<file path="src/rtl/mux4_rr_arbiter_pkg.sv">
// Shared constants and state encoding for the mux4to1 round-robin arbiter.
package mux_arb_pkg;

    localparam int unsigned NUM_REQ = 4;
    localparam int unsigned SEL_W   = 2;

    typedef enum logic [0:0] {
        ARB_IDLE,
        ARB_GRANT
    } arb_state_t;

endpackage

</file>
<file path="src/rtl/mux4_rr_arbiter_if.sv">
// Request/grant bundle between the four requesters and the arbiter.
interface mux4_rr_arbiter_if;
    import mux_arb_pkg::*;

    logic [NUM_REQ-1:0] req;
    logic [NUM_REQ-1:0] gnt;
    logic [SEL_W-1:0]   sel;
    logic               busy;

    modport master (output req, input gnt, input sel, input busy);
    modport slave  (input req, output gnt, output sel, output busy);

endinterface

</file>
<file path="src/rtl/mux4_rr_arbiter_rr_pick4.sv">
// Combinational rotating-priority picker: first set bit of req & mask from ptr upward.
module rr_pick4
    import mux_arb_pkg::*;
(
    input  logic [NUM_REQ-1:0] req,
    input  logic [NUM_REQ-1:0] mask,
    input  logic [SEL_W-1:0]   ptr,
    output logic               valid,
    output logic [SEL_W-1:0]   idx
);

    logic [NUM_REQ-1:0] cand;
    logic [SEL_W-1:0]   pos;

    always_comb begin
        cand  = req & mask;
        valid = 1'b0;
        idx   = ptr;
        pos   = ptr;
        for (int unsigned i = 0; i < NUM_REQ; i++) begin
            // 2-bit add wraps naturally, giving the mod-4 rotation
            pos = ptr + SEL_W'(i);
            if (!valid && cand[pos]) begin
                valid = 1'b1;
                idx   = pos;
            end
        end
    end

endmodule

</file>
<file path="src/rtl/mux4_rr_arbiter.sv">
// Round-robin owner of the shared mux4to1: registered one-hot gnt, sel and busy,
// with optional forced rotation after MAX_HOLD consecutive grant cycles.
module mux4_rr_arbiter
    import mux_arb_pkg::*;
#(
    parameter int unsigned MAX_HOLD = 8,
    parameter int unsigned HOLD_W   = 4
) (
    input  logic              clk,
    input  logic              reset,
    mux4_rr_arbiter_if.slave  arb
);

    localparam logic [HOLD_W-1:0] HOLD_MAX = HOLD_W'(MAX_HOLD);

    arb_state_t         state_q, state_d;
    logic [NUM_REQ-1:0] gnt_q, gnt_d;
    logic [SEL_W-1:0]   sel_q, sel_d;
    logic               busy_q, busy_d;
    logic [SEL_W-1:0]   ptr_q, ptr_d;
    logic [HOLD_W-1:0]  hold_cnt_q, hold_cnt_d;

    logic [NUM_REQ-1:0] pick_mask;
    logic               pick_valid;
    logic [SEL_W-1:0]   pick_idx;
    logic               own_req;
    logic               others_pending;
    logic               hold_expired;

    // While granted, the picker only runs for a handover or preemption,
    // so the owner's bit can always be masked in that state.
    assign pick_mask = (state_q == ARB_GRANT) ? ~gnt_q : '1;

    rr_pick4 u_pick (
        .req   (arb.req),
        .mask  (pick_mask),
        .ptr   (ptr_q),
        .valid (pick_valid),
        .idx   (pick_idx)
    );

    always_comb begin
        state_d    = state_q;
        gnt_d      = gnt_q;
        sel_d      = sel_q;
        busy_d     = busy_q;
        ptr_d      = ptr_q;
        hold_cnt_d = hold_cnt_q;

        own_req        = arb.req[sel_q];
        others_pending = |(arb.req & ~gnt_q);
        hold_expired   = (MAX_HOLD != 0) && (hold_cnt_q == HOLD_MAX);

        unique case (state_q)
            ARB_IDLE: begin
                if (pick_valid) begin
                    state_d    = ARB_GRANT;
                    gnt_d      = NUM_REQ'(1) << pick_idx;
                    sel_d      = pick_idx;
                    busy_d     = 1'b1;
                    ptr_d      = pick_idx + SEL_W'(1);
                    hold_cnt_d = HOLD_W'(1);
                end
            end
            ARB_GRANT: begin
                if (!own_req || (hold_expired && others_pending)) begin
                    if (pick_valid) begin
                        gnt_d      = NUM_REQ'(1) << pick_idx;
                        sel_d      = pick_idx;
                        ptr_d      = pick_idx + SEL_W'(1);
                        hold_cnt_d = HOLD_W'(1);
                    end else begin
                        // sel intentionally keeps the last owner's index
                        state_d    = ARB_IDLE;
                        gnt_d      = '0;
                        busy_d     = 1'b0;
                        hold_cnt_d = '0;
                    end
                end else if ((MAX_HOLD != 0) && (hold_cnt_q < HOLD_MAX)) begin
                    hold_cnt_d = hold_cnt_q + HOLD_W'(1);
                end
            end
            default: begin
                state_d = ARB_IDLE;
            end
        endcase
    end

    always_ff @(posedge clk) begin
        if (reset) begin
            state_q    <= ARB_IDLE;
            gnt_q      <= '0;
            sel_q      <= '0;
            busy_q     <= 1'b0;
            ptr_q      <= '0;
            hold_cnt_q <= '0;
        end else begin
            state_q    <= state_d;
            gnt_q      <= gnt_d;
            sel_q      <= sel_d;
            busy_q     <= busy_d;
            ptr_q      <= ptr_d;
            hold_cnt_q <= hold_cnt_d;
        end
    end

    assign arb.gnt  = gnt_q;
    assign arb.sel  = sel_q;
    assign arb.busy = busy_q;

endmodule
</file>
<file path="src/flat_wrapper.sv">
// flat-port wrapper written by rule: the top's interface ports become plain ports
module mux4_rr_arbiter_flat import mux_arb_pkg::*;
#(
    parameter int unsigned MAX_HOLD = 8,
    parameter int unsigned HOLD_W   = 4
)
  (clk, reset, arb_req, arb_gnt, arb_sel, arb_busy);
  mux4_rr_arbiter_if arb_i ();
  input  logic clk;
  input  logic reset;
  input wire logic [$bits(arb_i.req)-1:0] arb_req;
  output wire logic [$bits(arb_i.gnt)-1:0] arb_gnt;
  output wire logic [$bits(arb_i.sel)-1:0] arb_sel;
  output wire logic [$bits(arb_i.busy)-1:0] arb_busy;
  assign arb_i.req = arb_req;
  assign arb_gnt = arb_i.gnt;
  assign arb_sel = arb_i.sel;
  assign arb_busy = arb_i.busy;
  mux4_rr_arbiter #(.MAX_HOLD(MAX_HOLD), .HOLD_W(HOLD_W)) u_core (.clk(clk), .reset(reset), .arb(arb_i));
endmodule
</file>
<file path="config.mk">
export PLATFORM = sky130hd
export DESIGN_NAME = mux4_rr_arbiter_flat
export DESIGN_NICKNAME = d
export VERILOG_FILES = /design/src/rtl/mux4_rr_arbiter_pkg.sv /design/src/rtl/mux4_rr_arbiter_if.sv /design/src/rtl/mux4_rr_arbiter_rr_pick4.sv /design/src/rtl/mux4_rr_arbiter.sv /design/src/flat_wrapper.sv
export SDC_FILE = /design/constraint.sdc
export NUM_CORES = 1
export LEC_CHECK = 0
export ABC_CLOCK_PERIOD_IN_PS = 1700
export CAP_MARGIN = 20
export CORE_AREA = 10 10 68 70
export DETAILED_ROUTE_END_ITERATION = 10
export DIE_AREA = 0 0 78 80
export RECOVER_POWER = 100
export SETUP_SLACK_MARGIN = 0.15
export SLEW_MARGIN = 40
export SYNTH_ARGS = -nofsm -noshare
export SYNTH_HDL_FRONTEND = slang
export SYNTH_SLANG_ARGS = --single-unit
</file>
<file path="constraint.sdc">
create_clock -name clk -period 1.7 [get_ports clk]
set_input_delay 0.425 -clock clk [delete_from_list [all_inputs] [get_ports clk]]
set_output_delay 0.425 -clock clk [all_outputs]
set_load 0.05 [all_outputs]
</file>
==> flow_summary.toml <==
[floorplan]
rows = 21
core-area_um2 = 3280
die-area_um2 = 6240
die-width_um = 78
start_util_pct = 29.4
ios = 13
fp.dieH_um = 80

[outcome]
violations = "setup timing"
status = "complete, but fails checks"

[routing]
ant_nets = 0
dr.pass1.iters = 5
wire_per_inst_um = 16.1
vias_per_cell = 5.31
num_vias = 1020
wl_um = 3090
drc_errors = 0
first_iter_violations = 99

[sta]
period_share_pct = 102
rsz0062_at_grt = "yes"
setup_slack_ns = -0.0351
relSlewSlack_pct = 75.1
setup_viol = 5
hold_ws_ns = 0.508
worst_slew_pin_slew_ns = 0.370
finalMaxSlewViolations = 0
finalClockSkew_ns = 0.00920
min_period_ns = 1.74
timing.final.hold_violations = 0
timing.fmax_mhz = 576

[synth]
syn-cell-area_um2 = 965
synth_cell_types = 41
syn-num-nets = 126
ys.flop_type = "dfxtp_1"
ys_async_sr_fraction_pct = 0
ys_seq_elements = 14
synth-edff-count = 0
syn_avg_cell_area_um2 = 8.46
ys_warn_count = 0
yosysSeqAreaShare_pct = 29.1
synthCells = 114

[place]
dpl_worst_slack_ns = -0.650
gp_congestion = 0.837
port_buffers = 12
dp_hpwl_um = 2110

[finish]
drive_above_1_share_pct = 56.2
layout_commonest_cell = "buf_4"
final_cell_mix = "buf_4 (20), a21oi_1 (8), inv_1 (7), nand3_1 (6)"
nets = 159
diodes = 0
syn_to_final_growth_pct = 59.9

[setup_path]
startpoint_type = "register"
crit_path_start = "u_core.state_q"
rr_worst_depth = 6
cp_slowest_stage_delay_ns = 0.40
worst-path-stages = 6
worst-path-max-fanout = 6
crit_slowest_cell = "dfxtp_4"
crit_type = "reg -> reg"
crit_family = "compound AO/OA/AOI/OAI gates"
crit_buf_inv = 1
required_ns = 1.87
r2r_slack_ns = -0.04
endpoint_kind = "register"
cp_cell_sequence = "a21boi_4, nand3_2, a211oi_2, nor3_4, buf_4, o32a_1"
r2r_end = "u_core.arb.sel[0]"
r2r-start = "u_core.state_q"
endpoint = "u_core.arb.sel[0]"
arrival_ns = 1.91

[cts]
numClockSinks = 14
clk_pin_slew_ns = 0.09
clockRootBuffer = "clkbuf_4"
cts_buffer_depth = 2
ctsHoldBuffers = 0
cts_tree = "yes"
clock_latency_ns = 0.29
cts_made_buffers = 3
cts_htree_levels = 1

[global_routing]
use_met2_pct = 15.7
grt-ovfl-total = 0
grt-busiest-layer = "met2"
grt_pass1_vias = 983
grtUsageTotal_pct = 9.69
grtUsageMet3_pct = 1.80
grt_pass1_wl_um = 4950
grt_max_degree = 13
antenna_found_initial = 0
use_met1_pct = 12.4

[power_and_ir_drop]
p_leak_nw = 0.622
vdd_ir_drop_max_mv = 0.379
power_density_nw_per_um2 = 1290

[job]
drv_cap = 0

[worst_hold_path]
hold_class = "reg -> reg"
hp-start = "u_core.arb.sel[1]"
-- per-layer routing --
metal / up-vias / wire [um]
li1: 495 / -
met4: 0 / 36
met5: - / 0
met1: 490 / 1350
met2: 31 / 1590
met3: 4 / 112
-- cell usage after synthesis, types with 2 or more instances --
cell type	n	area, um2
nor3_2	2	20.0
inv_1	9	33.8
nor3_1	3	15.0
nand3_1	11	55.1
a21oi_1	11	55.1
a21bo_2	3	30.0
nor2b_1	2	12.5
dfxtp_1	14	280
clkbuf_1	2	7.51
nand2b_1	5	31.3
nor2_1	5	18.8
o211ai_1	2	15.0
o21ai_0	6	30.0
ha_1	6	75.1
a211oi_1	2	15.0
nand2_1	4	15.0
buf_2	2	10.0
a31oi_1	2	12.5
-- cell families after synthesis --
family	count (synthesis)	synth area share (%)
compound gates	44	35.4
simple gates	35	19.3
buf+inv	14	6.10
flops	14	29.1
fa+ha+maj	6	7.78
mux	1	2.33
-- per-stage QoR --
stage          setup TNS (ns)  instances  total power [mW]  instance area, um2  utilization, %
2_1_floorplan               0        114              1.10                1030               -
3_5_place_dp            -7.35        181              1.45                1290            39.4
4_1_cts                     0        189              1.83                1450            44.2
5_1_grt                -0.594        192              2.12                1540            47.0
6_report              -0.0966        192              1.99                1540            47.0
3_3_place_gp            -6.97        181              1.44                1290            39.4
-- worst min-delay path by stage --
stage	to	slack, ns	depth (start not counted)
after floorplan	u_core.hold_cnt_q[0]	0.49	2
after global routing	u_core.arb.sel[1]	0.53	2
after global placement	u_core.arb.sel[1]	0.48	2
after CTS	u_core.arb.sel[1]	0.50	2
after detailed placement	u_core.arb.sel[1]	0.49	2
final	u_core.arb.sel[1]	0.51	2
-- power breakdown --
part | internal [mW] | switching [mW]
Clock | 0.130 | 0.116
Sequential | 0.426 | 0.122
Combinational | 0.561 | 0.635
Total | 1.12 | 0.873
-- area by class of cell --
| cell class | instances | area, um2 |
|---|---|---|
| inverters | 9 | 33.8 |
| flip-flops and latches | 14 | 304 |
| clock buffers | 4 | 36.3 |
| repair buffers | 33 | 289 |
| multi-input cells | 86 | 822 |
| fillers | 312 | 1740 |
| well taps | 46 | 57.6 |
-- worst reg2reg max path, cell delays in order (launching register included) --
cell and delay, ns:
dfxtp_4 0.40, a21boi_4 0.30, nand3_2 0.12, a211oi_2 0.27, nor3_4 0.11, buf_4 0.15
o32a_1 0.28
-- state kept, by name, indices dropped and copies added (netlist names) --
register           cells
u_core.arb.gnt         4
u_core.state_q         1
u_core.arb.sel         2
u_core.hold_cnt_q      4
u_core.ptr_q           2
u_core.arb.busy        1
-- timing repair --
action | in CTS | in global routing
setup endpoints to repair | 14 | 14
endpoints found under the hold margin | 0 | 0
gates resized for setup | 34 | 17
setup buffers | 4 | 3
pin swaps | 14 | 13
Note: power is estimated with default switching activity, not from simulation.
